===== src/rtl/bram_heap_pq.sv =====
// Binary-heap priority queue of key/payload pairs in inferred dual-read BRAM.
// Latency: up to 2*ceil(log2(QUEUE_SIZE+1))+3 cycles per operation (2 per heap level).
// Backpressure: o_ready low while an operation runs; requests seen then are ignored.
module bram_heap_pq #(
  parameter int QUEUE_SIZE    = 7,
  parameter int DATA_WIDTH    = 16,
  parameter int PAYLOAD_WIDTH = 8,
  parameter int MIN_MODE      = 0
) (
  input  logic                            CLK,
  input  logic                            RSTn,
  input  logic                            i_wrt,
  input  logic                            i_read,
  input  logic [DATA_WIDTH-1:0]           i_data,
  input  logic [PAYLOAD_WIDTH-1:0]        i_payload,
  output logic                            o_ready,
  output logic                            o_full,
  output logic                            o_empty,
  output logic [$clog2(QUEUE_SIZE+1)-1:0] o_count,
  output logic [DATA_WIDTH-1:0]           o_data,
  output logic [PAYLOAD_WIDTH-1:0]        o_payload,
  output logic                            o_err
);

  localparam int CW = $clog2(QUEUE_SIZE + 1);
  localparam int XW = CW + 1;
  localparam int EW = DATA_WIDTH + PAYLOAD_WIDTH;

  localparam logic [2:0] S_IDLE    = 3'd0;
  localparam logic [2:0] S_UP_RD   = 3'd1;
  localparam logic [2:0] S_UP_CMP  = 3'd2;
  localparam logic [2:0] S_LAST_RD = 3'd3;
  localparam logic [2:0] S_DN_RD   = 3'd4;
  localparam logic [2:0] S_DN_CMP  = 3'd5;
  localparam logic [2:0] S_DONE    = 3'd6;

  // Strict comparison: equal keys never beat each other, so ties never swap.
  function automatic logic f_beats(input logic [DATA_WIDTH-1:0] a, input logic [DATA_WIDTH-1:0] b);
    return (MIN_MODE != 0) ? (a < b) : (a > b);
  endfunction

  logic [2:0]    r_state;
  logic [CW-1:0] r_cnt;
  logic [CW-1:0] r_idx;
  logic [EW-1:0] r_mov;
  logic [EW-1:0] r_out;
  logic          r_err;
  logic          r_done_wait;

  logic [EW-1:0] r_mem [0:QUEUE_SIZE-1];
  logic [EW-1:0] r_rd_a;
  logic [EW-1:0] r_rd_b;

  logic          w_idle, w_full, w_empty;
  logic          w_do_enq, w_do_deq, w_do_rep, w_bad;
  logic [XW-1:0] w_lc, w_rc, w_cnt_x;
  logic          w_has_kids, w_has_right;
  logic          w_right_wins, w_best_beats, w_mov_beats_par;
  logic [EW-1:0] w_best;
  logic [CW-1:0] w_best_idx;
  logic [CW-1:0] w_ra, w_rb, w_wa;
  logic          w_we;
  logic [EW-1:0] w_wd;

  assign w_idle  = (r_state == S_IDLE);
  assign w_full  = (r_cnt == CW'(QUEUE_SIZE));
  assign w_empty = (r_cnt == '0);

  // Replace on an empty heap degenerates to a plain insert.
  assign w_do_enq = w_idle & i_wrt & (i_read ? w_empty : ~w_full);
  assign w_do_deq = w_idle & i_read & ~i_wrt & ~w_empty;
  assign w_do_rep = w_idle & i_read & i_wrt & ~w_empty;
  assign w_bad    = w_idle & ((i_wrt & ~i_read & w_full) | (i_read & ~i_wrt & w_empty));

  // Child indices are one bit wider so 2*idx+1 never wraps before the bound test.
  assign w_lc        = {r_idx, 1'b0};
  assign w_rc        = {r_idx, 1'b1};
  assign w_cnt_x     = {1'b0, r_cnt};
  assign w_has_kids  = (w_lc <= w_cnt_x);
  assign w_has_right = (w_rc <= w_cnt_x);

  assign w_right_wins    = w_has_right & f_beats(r_rd_b[EW-1:PAYLOAD_WIDTH], r_rd_a[EW-1:PAYLOAD_WIDTH]);
  assign w_best          = w_right_wins ? r_rd_b : r_rd_a;
  assign w_best_idx      = w_right_wins ? w_rc[CW-1:0] : w_lc[CW-1:0];
  assign w_best_beats    = f_beats(w_best[EW-1:PAYLOAD_WIDTH], r_mov[EW-1:PAYLOAD_WIDTH]);
  assign w_mov_beats_par = f_beats(r_mov[EW-1:PAYLOAD_WIDTH], r_rd_a[EW-1:PAYLOAD_WIDTH]);

  // RAM port steering; idle read addresses park on node 1 so they stay in range.
  always_comb begin
    w_ra = CW'(1);
    w_rb = CW'(1);
    w_we = 1'b0;
    w_wa = r_idx;
    w_wd = r_mov;
    case (r_state)
      S_IDLE:   if (w_do_deq) w_ra = r_cnt;
      S_UP_RD:  if (r_idx == CW'(1)) w_we = 1'b1; else w_ra = r_idx >> 1;
      S_UP_CMP: begin
        w_we = 1'b1;
        if (w_mov_beats_par) w_wd = r_rd_a;
      end
      S_DN_RD: begin
        if (w_has_kids) begin
          w_ra = w_lc[CW-1:0];
          w_rb = w_has_right ? w_rc[CW-1:0] : w_lc[CW-1:0];
        end else begin
          w_we = 1'b1;
        end
      end
      S_DN_CMP: begin
        w_we = 1'b1;
        if (w_best_beats) w_wd = w_best;
      end
      default: ;
    endcase
  end

  // Heap storage: one write port, two registered read ports, contents survive reset.
  always_ff @(posedge CLK) begin
    if (w_we) r_mem[w_wa - CW'(1)] <= w_wd;
    r_rd_a <= r_mem[w_ra - CW'(1)];
    r_rd_b <= r_mem[w_rb - CW'(1)];
  end

  // Operation sequencer: sift-up for insert, sift-down for remove/replace.
  always_ff @(posedge CLK or negedge RSTn) begin
    if (!RSTn) begin
      r_state     <= S_IDLE;
      r_cnt       <= '0;
      r_idx       <= CW'(1);
      r_mov       <= '0;
      r_out       <= '0;
      r_err       <= 1'b0;
      r_done_wait <= 1'b0;
    end else begin
      r_err <= w_bad;
      case (r_state)
        S_IDLE: begin
          if (w_do_enq) begin
            r_mov   <= {i_data, i_payload};
            r_cnt   <= r_cnt + CW'(1);
            r_idx   <= r_cnt + CW'(1);
            r_state <= S_UP_RD;
          end else if (w_do_deq) begin
            r_cnt   <= r_cnt - CW'(1);
            r_state <= S_LAST_RD;
          end else if (w_do_rep) begin
            r_mov   <= {i_data, i_payload};
            r_idx   <= CW'(1);
            r_state <= S_DN_RD;
          end
        end
        S_UP_RD:  r_state <= (r_idx == CW'(1)) ? S_DONE : S_UP_CMP;
        S_UP_CMP: begin
          if (w_mov_beats_par) begin
            r_idx   <= r_idx >> 1;
            r_state <= S_UP_RD;
          end else begin
            r_state <= S_DONE;
          end
        end
        S_LAST_RD: begin
          if (r_cnt == '0) begin
            r_state <= S_DONE;
          end else begin
            r_mov   <= r_rd_a;
            r_idx   <= CW'(1);
            r_state <= S_DN_RD;
          end
        end
        S_DN_RD:  r_state <= w_has_kids ? S_DN_CMP : S_DONE;
        S_DN_CMP: begin
          if (w_best_beats) begin
            r_idx   <= w_best_idx;
            r_state <= S_DN_RD;
          end else begin
            r_state <= S_DONE;
          end
        end
        S_DONE: begin
          // First cycle issues the root read; second cycle captures the registered data.
          if (!r_done_wait) begin
            r_done_wait <= 1'b1;
          end else begin
            r_done_wait <= 1'b0;
            r_out       <= (r_cnt == '0) ? '0 : r_rd_a;
            r_state     <= S_IDLE;
          end
        end
        default: r_state <= S_IDLE;
      endcase
    end
  end

  assign o_ready   = w_idle;
  assign o_full    = w_full;
  assign o_empty   = w_empty;
  assign o_count   = r_cnt;
  assign o_data    = r_out[EW-1:PAYLOAD_WIDTH];
  assign o_payload = r_out[PAYLOAD_WIDTH-1:0];
  assign o_err     = r_err;

endmodule


===== config.mk =====
export PLATFORM = sky130hd
export DESIGN_NAME = bram_heap_pq
export DESIGN_NICKNAME = d
export VERILOG_FILES = /design/src/rtl/bram_heap_pq.sv
export SDC_FILE = /design/constraint.sdc
export NUM_CORES = 1
export LEC_CHECK = 0
export ABC_AREA = 1
export CORE_MARGIN = 3
export CORE_UTILIZATION = 50
export CTS_BUF_LIST = sky130_fd_sc_hd__clkbuf_4 sky130_fd_sc_hd__clkbuf_8 sky130_fd_sc_hd__clkbuf_16
export DETAILED_ROUTE_END_ITERATION = 10
export HOLD_SLACK_MARGIN = 0.02
export PLACE_DENSITY = 0.71
export SYNTH_ARGS = -nofsm -noshare
export SYNTH_HDL_FRONTEND = slang
export SYNTH_SLANG_ARGS = --single-unit

===== constraint.sdc =====
create_clock -name CLK -period 4.2 [get_ports CLK]
set_input_delay 0.84 -clock CLK [delete_from_list [all_inputs] [get_ports CLK]]
set_output_delay 0.84 -clock CLK [all_outputs]
set_load 0.01 [all_outputs]

==> summary.md <==
| Metric | Value |
|---|---|
| Per-cell via count in the routed design | `5.82` |
| Worst clock skew on the final layout | `0.0119 ns` |
| CP Max Fanout | `15` |
| Total instance count after detailed placement | `2106` |
| Worst setup margin | `0.273 ns` |
| TritonCTS sink count | `275` |
| Post-synthesis sequential element count | `275` |
| Clock buffers created by TritonCTS | `29` |
| Routed wire per std cell | `19.5 um` |
| Endpoint type of the worst setup path | `register` |
| Vias in the first global route | `11844` |
| Req. time, crit path | `4.37 ns` |
| Total non-filler cell area in the finished layout | `0.0168 sq mm` |
| Slew Limit Headroom | `35.8%` |
| Gr usage total | `26.8%` |
| Mean cell area of the mapped netlist | `8.49 sq um` |
| Later-pin clock latency in the skew report | `0.55 ns` |
| Setup Slack @ Placement | `-0.0956 ns` |
| Final antenna-violating net count | `0` |
| Diode insertion count for antenna repair | `0` |
| Min cycle time layout | `3.93 ns` |
| Worst Path Class, Setup | `register to register` |
| Final Instance Count excl. Fillers | `2160` |
| Via Count | `12569` |
| Top post-synthesis cells by area | `edfxtp_1 (35%), nand2_1 (10%), dfrtp_1 (10%)` |
| Cell area after technology mapping | `0.0144 sq mm` |
| Placeable core region | `0.0281 sq mm` |
| Outcome | `complete, no violations` |
| Final-layout fill cell count | `2472` |
| Worst-case clock buffer depth | `3` |
| Total setup violations reported at the end of the flow | `0` |
| DP Area | `0.0156 sq mm` |
| Number of max-capacitance violations reported | `0` |
| Max-slew violation count | `0` |
| Antenna violations before repair | `0` |
| Share of layout cells above drive strength 1 | `9.88%` |
| Final-layout worst hold slack | `0.434 ns` |
| Combined area of the multi-input logic cells | `0.00618 sq mm` |
| Synth warn | `0` |
| Biggest area consumer among synthesized cells | `edfxtp_1` |
| DIE AREA | `0.0309 sq mm` |
| First-pass iteration count of the detailed router | `5` |
| Highest clock rate | `0.255 GHz` |
| Number of DRC violations after detailed-routing iteration 0 | `1445` |
| Pin count of the biggest net entering global routing | `73` |
| Net count after synthesis | `1787` |
| Class of the tightest hold or removal check | `primary input to asynchronous set/reset pin` |
| Register area share after synthesis | `51.9%` |
| Post-CTS clock slew at the launch and capture registers of the worst setup and hold paths | `0.06 ns` |
| Final Cycle Share | `93.5%` |
| Global placer's final weighted congestion | `0.998` |
| CTS tree | `done` |
| Final Net Count | `1847` |
| Row cnt | `61` |
| Fraction of post-synthesis cell area in the top cell type by area | `35.0%` |
| Startpoint types | `register` |
| Global-route wire length before repair | `65.1 mm` |
| Worst Max-Slew Pin Slew | `0.962 ns` |
| Number of distinct library cells after synthesis | `37` |
| Number of port buffers | `58` |
| Max H-tree Level | `1` |
| Global route total overflow | `0` |
| Detailed-placement wirelength estimate | `27.1 mm` |
| Starting density of the core | `51.4%` |
| Final Hold Viols | `0` |
| Chip height | `176 um` |
| Data arrival time of the worst path | `4.09 ns` |
| Chip width | `176 um` |
| Area Growth Syn to Fin | `16.3%` |
| Drt total wl | `42.0 mm` |
| Root buffer cell | `clkbuf_16` |
| Synth Instances | `1700` |
| Unrepaired setup endpoints after global routing | `false` |
| Residual DRC | `0` |
| FF/Latch Area | `0.00748 sq mm` |
| Top Ports | `59` |
layout by cell type (no fill, tap or decap), types with 3 or more instances in the layout:
master / instances
buf_12: 3
nand3_1: 107
bufinv_16: 8
clkbuf_8: 5
nor2_4: 3
nor2_1: 181
nor2_2: 3
clkbuf_16: 29
inv_2: 10
edfxtp_1: 168
o21ai_0: 192
a21oi_1: 105
clkinv_1: 3
ha_1: 58
o21ai_1: 43
inv_1: 110
nand3_2: 9
nor3b_1: 25
dfrtp_1: 57
nand4_1: 22
clkinv_2: 6
dfxtp_1: 48
clkdlybuf4s50_1: 57
nand2_2: 5
nand2_1: 388
a31oi_1: 32
a21oi_2: 20
buf_4: 61
repair_timing:
action / CTS / global route
hold buffers: 0 / 0
gates resized for setup: 1 / 18
buffers inserted: 0 / 1
endpoints found under the setup margin: 63 / 168
pin swaps: 0 / 3
cell families after synthesis:
group | after synthesis | synth area share [%]
simple gates | 747 | 21.8
compound gates | 399 | 14.8
flops | 275 | 51.9
buf+inv | 215 | 6.02
fa+ha+maj | 59 | 5.11
xor+xnor | 5 | 0.434
final cells by class:
| type | instances | area share (%) |
|---|---|---|
| repair buffers | 122 | 6.51 |
| well taps | 378 | 2.82 |
| flip-flops and latches | 275 | 44.6 |
| multi-input cells | 1210 | 36.8 |
| clock inverters | 18 | 1.75 |
| clock buffers | 35 | 4.78 |
| inverters | 122 | 2.74 |
final timing paths:
path	slack, ns	depth (start not counted)	start	endpoint
worst max-delay path	0.27	24	o_count[2]	r_mem[5][8]
worst min-delay path	0.43	1	RSTn	r_state[2]
worst max register to register	0.27	24	o_count[2]	r_mem[5][8]
worst min register to register	0.47	2	r_done_wait	r_done_wait
max in group asynchronous	2.93	2	RSTn	r_out[19]
min in group CLK	0.47	2	r_done_wait	r_done_wait
cells in the mapped netlist, drive strengths merged:
cell and number:
nand4 22, o21ai 236, nor3b 25, ha 59
xnor2 2, a21oi 125, clkinv 1, edfxtp 168
nand3 117, dfxtp 48, a21o 1, dfrtp 58
o211ai 2, inv 121, nand2 393, nor3 3
dfstp 1, o221ai 2, clkbuf 56, a31oi 32
o21a 1, buf 37, xor2 3, nor2 187
sequential cells by signal, indices dropped and copies added (netlist names):
name	cells
o_err	1
r_idx	3
r_mem	168
r_done_wait	1
r_state	3
r_mov	24
r_rd_b	24
r_rd_a	24
o_count	3
r_out	24
through the flow:
| step | setup TNS (ns) | util (%) |
|---|---|---|
| 3_5_place_dp | -1.82 | 55.6 |
| 3_3_place_gp | 0 | 55.6 |
| 2_1_floorplan | 0 | - |
| 4_1_cts | 0 | 59.5 |
| 6_report | 0 | 59.8 |
| 5_1_grt | 0 | 59.8 |
critical path, stage by stage, from the launching register on:
cell and delay [ns]:
dfrtp_2 0.40, inv_2 0.08, ha_1 0.30, inv_1 0.05, nor2_1 0.11, nand3_1 0.10, nand2_2 0.12, inv_1 0.06
nor2_2 0.15, nand2_1 0.14, buf_4 0.21, nand2_1 0.07, nand2_1 0.07, ha_1 0.30, nand2_1 0.07, nor2_1 0.14
nand4_1 0.14, inv_1 0.08, nand2_1 0.05, nand2_1 0.05, nand2_1 0.09, buf_4 0.17, buf_4 0.19, nand3_1 0.08
nand4_1 0.32
per-layer routing:
metal | global-route usage, % | routed length (um) | up-vias
met5 | 0 | 0 | -
met2 | 41.2 | 18200 | 618
met4 | 7.16 | 935 | 0
met3 | 4.06 | 4400 | 83
met1 | 39.8 | 18500 | 5961
li1 | - | - | 5907
Power is left out: the tool's default activity adds up to more than one toggle a clock period on the data nets, which glitch-free logic cannot reach.
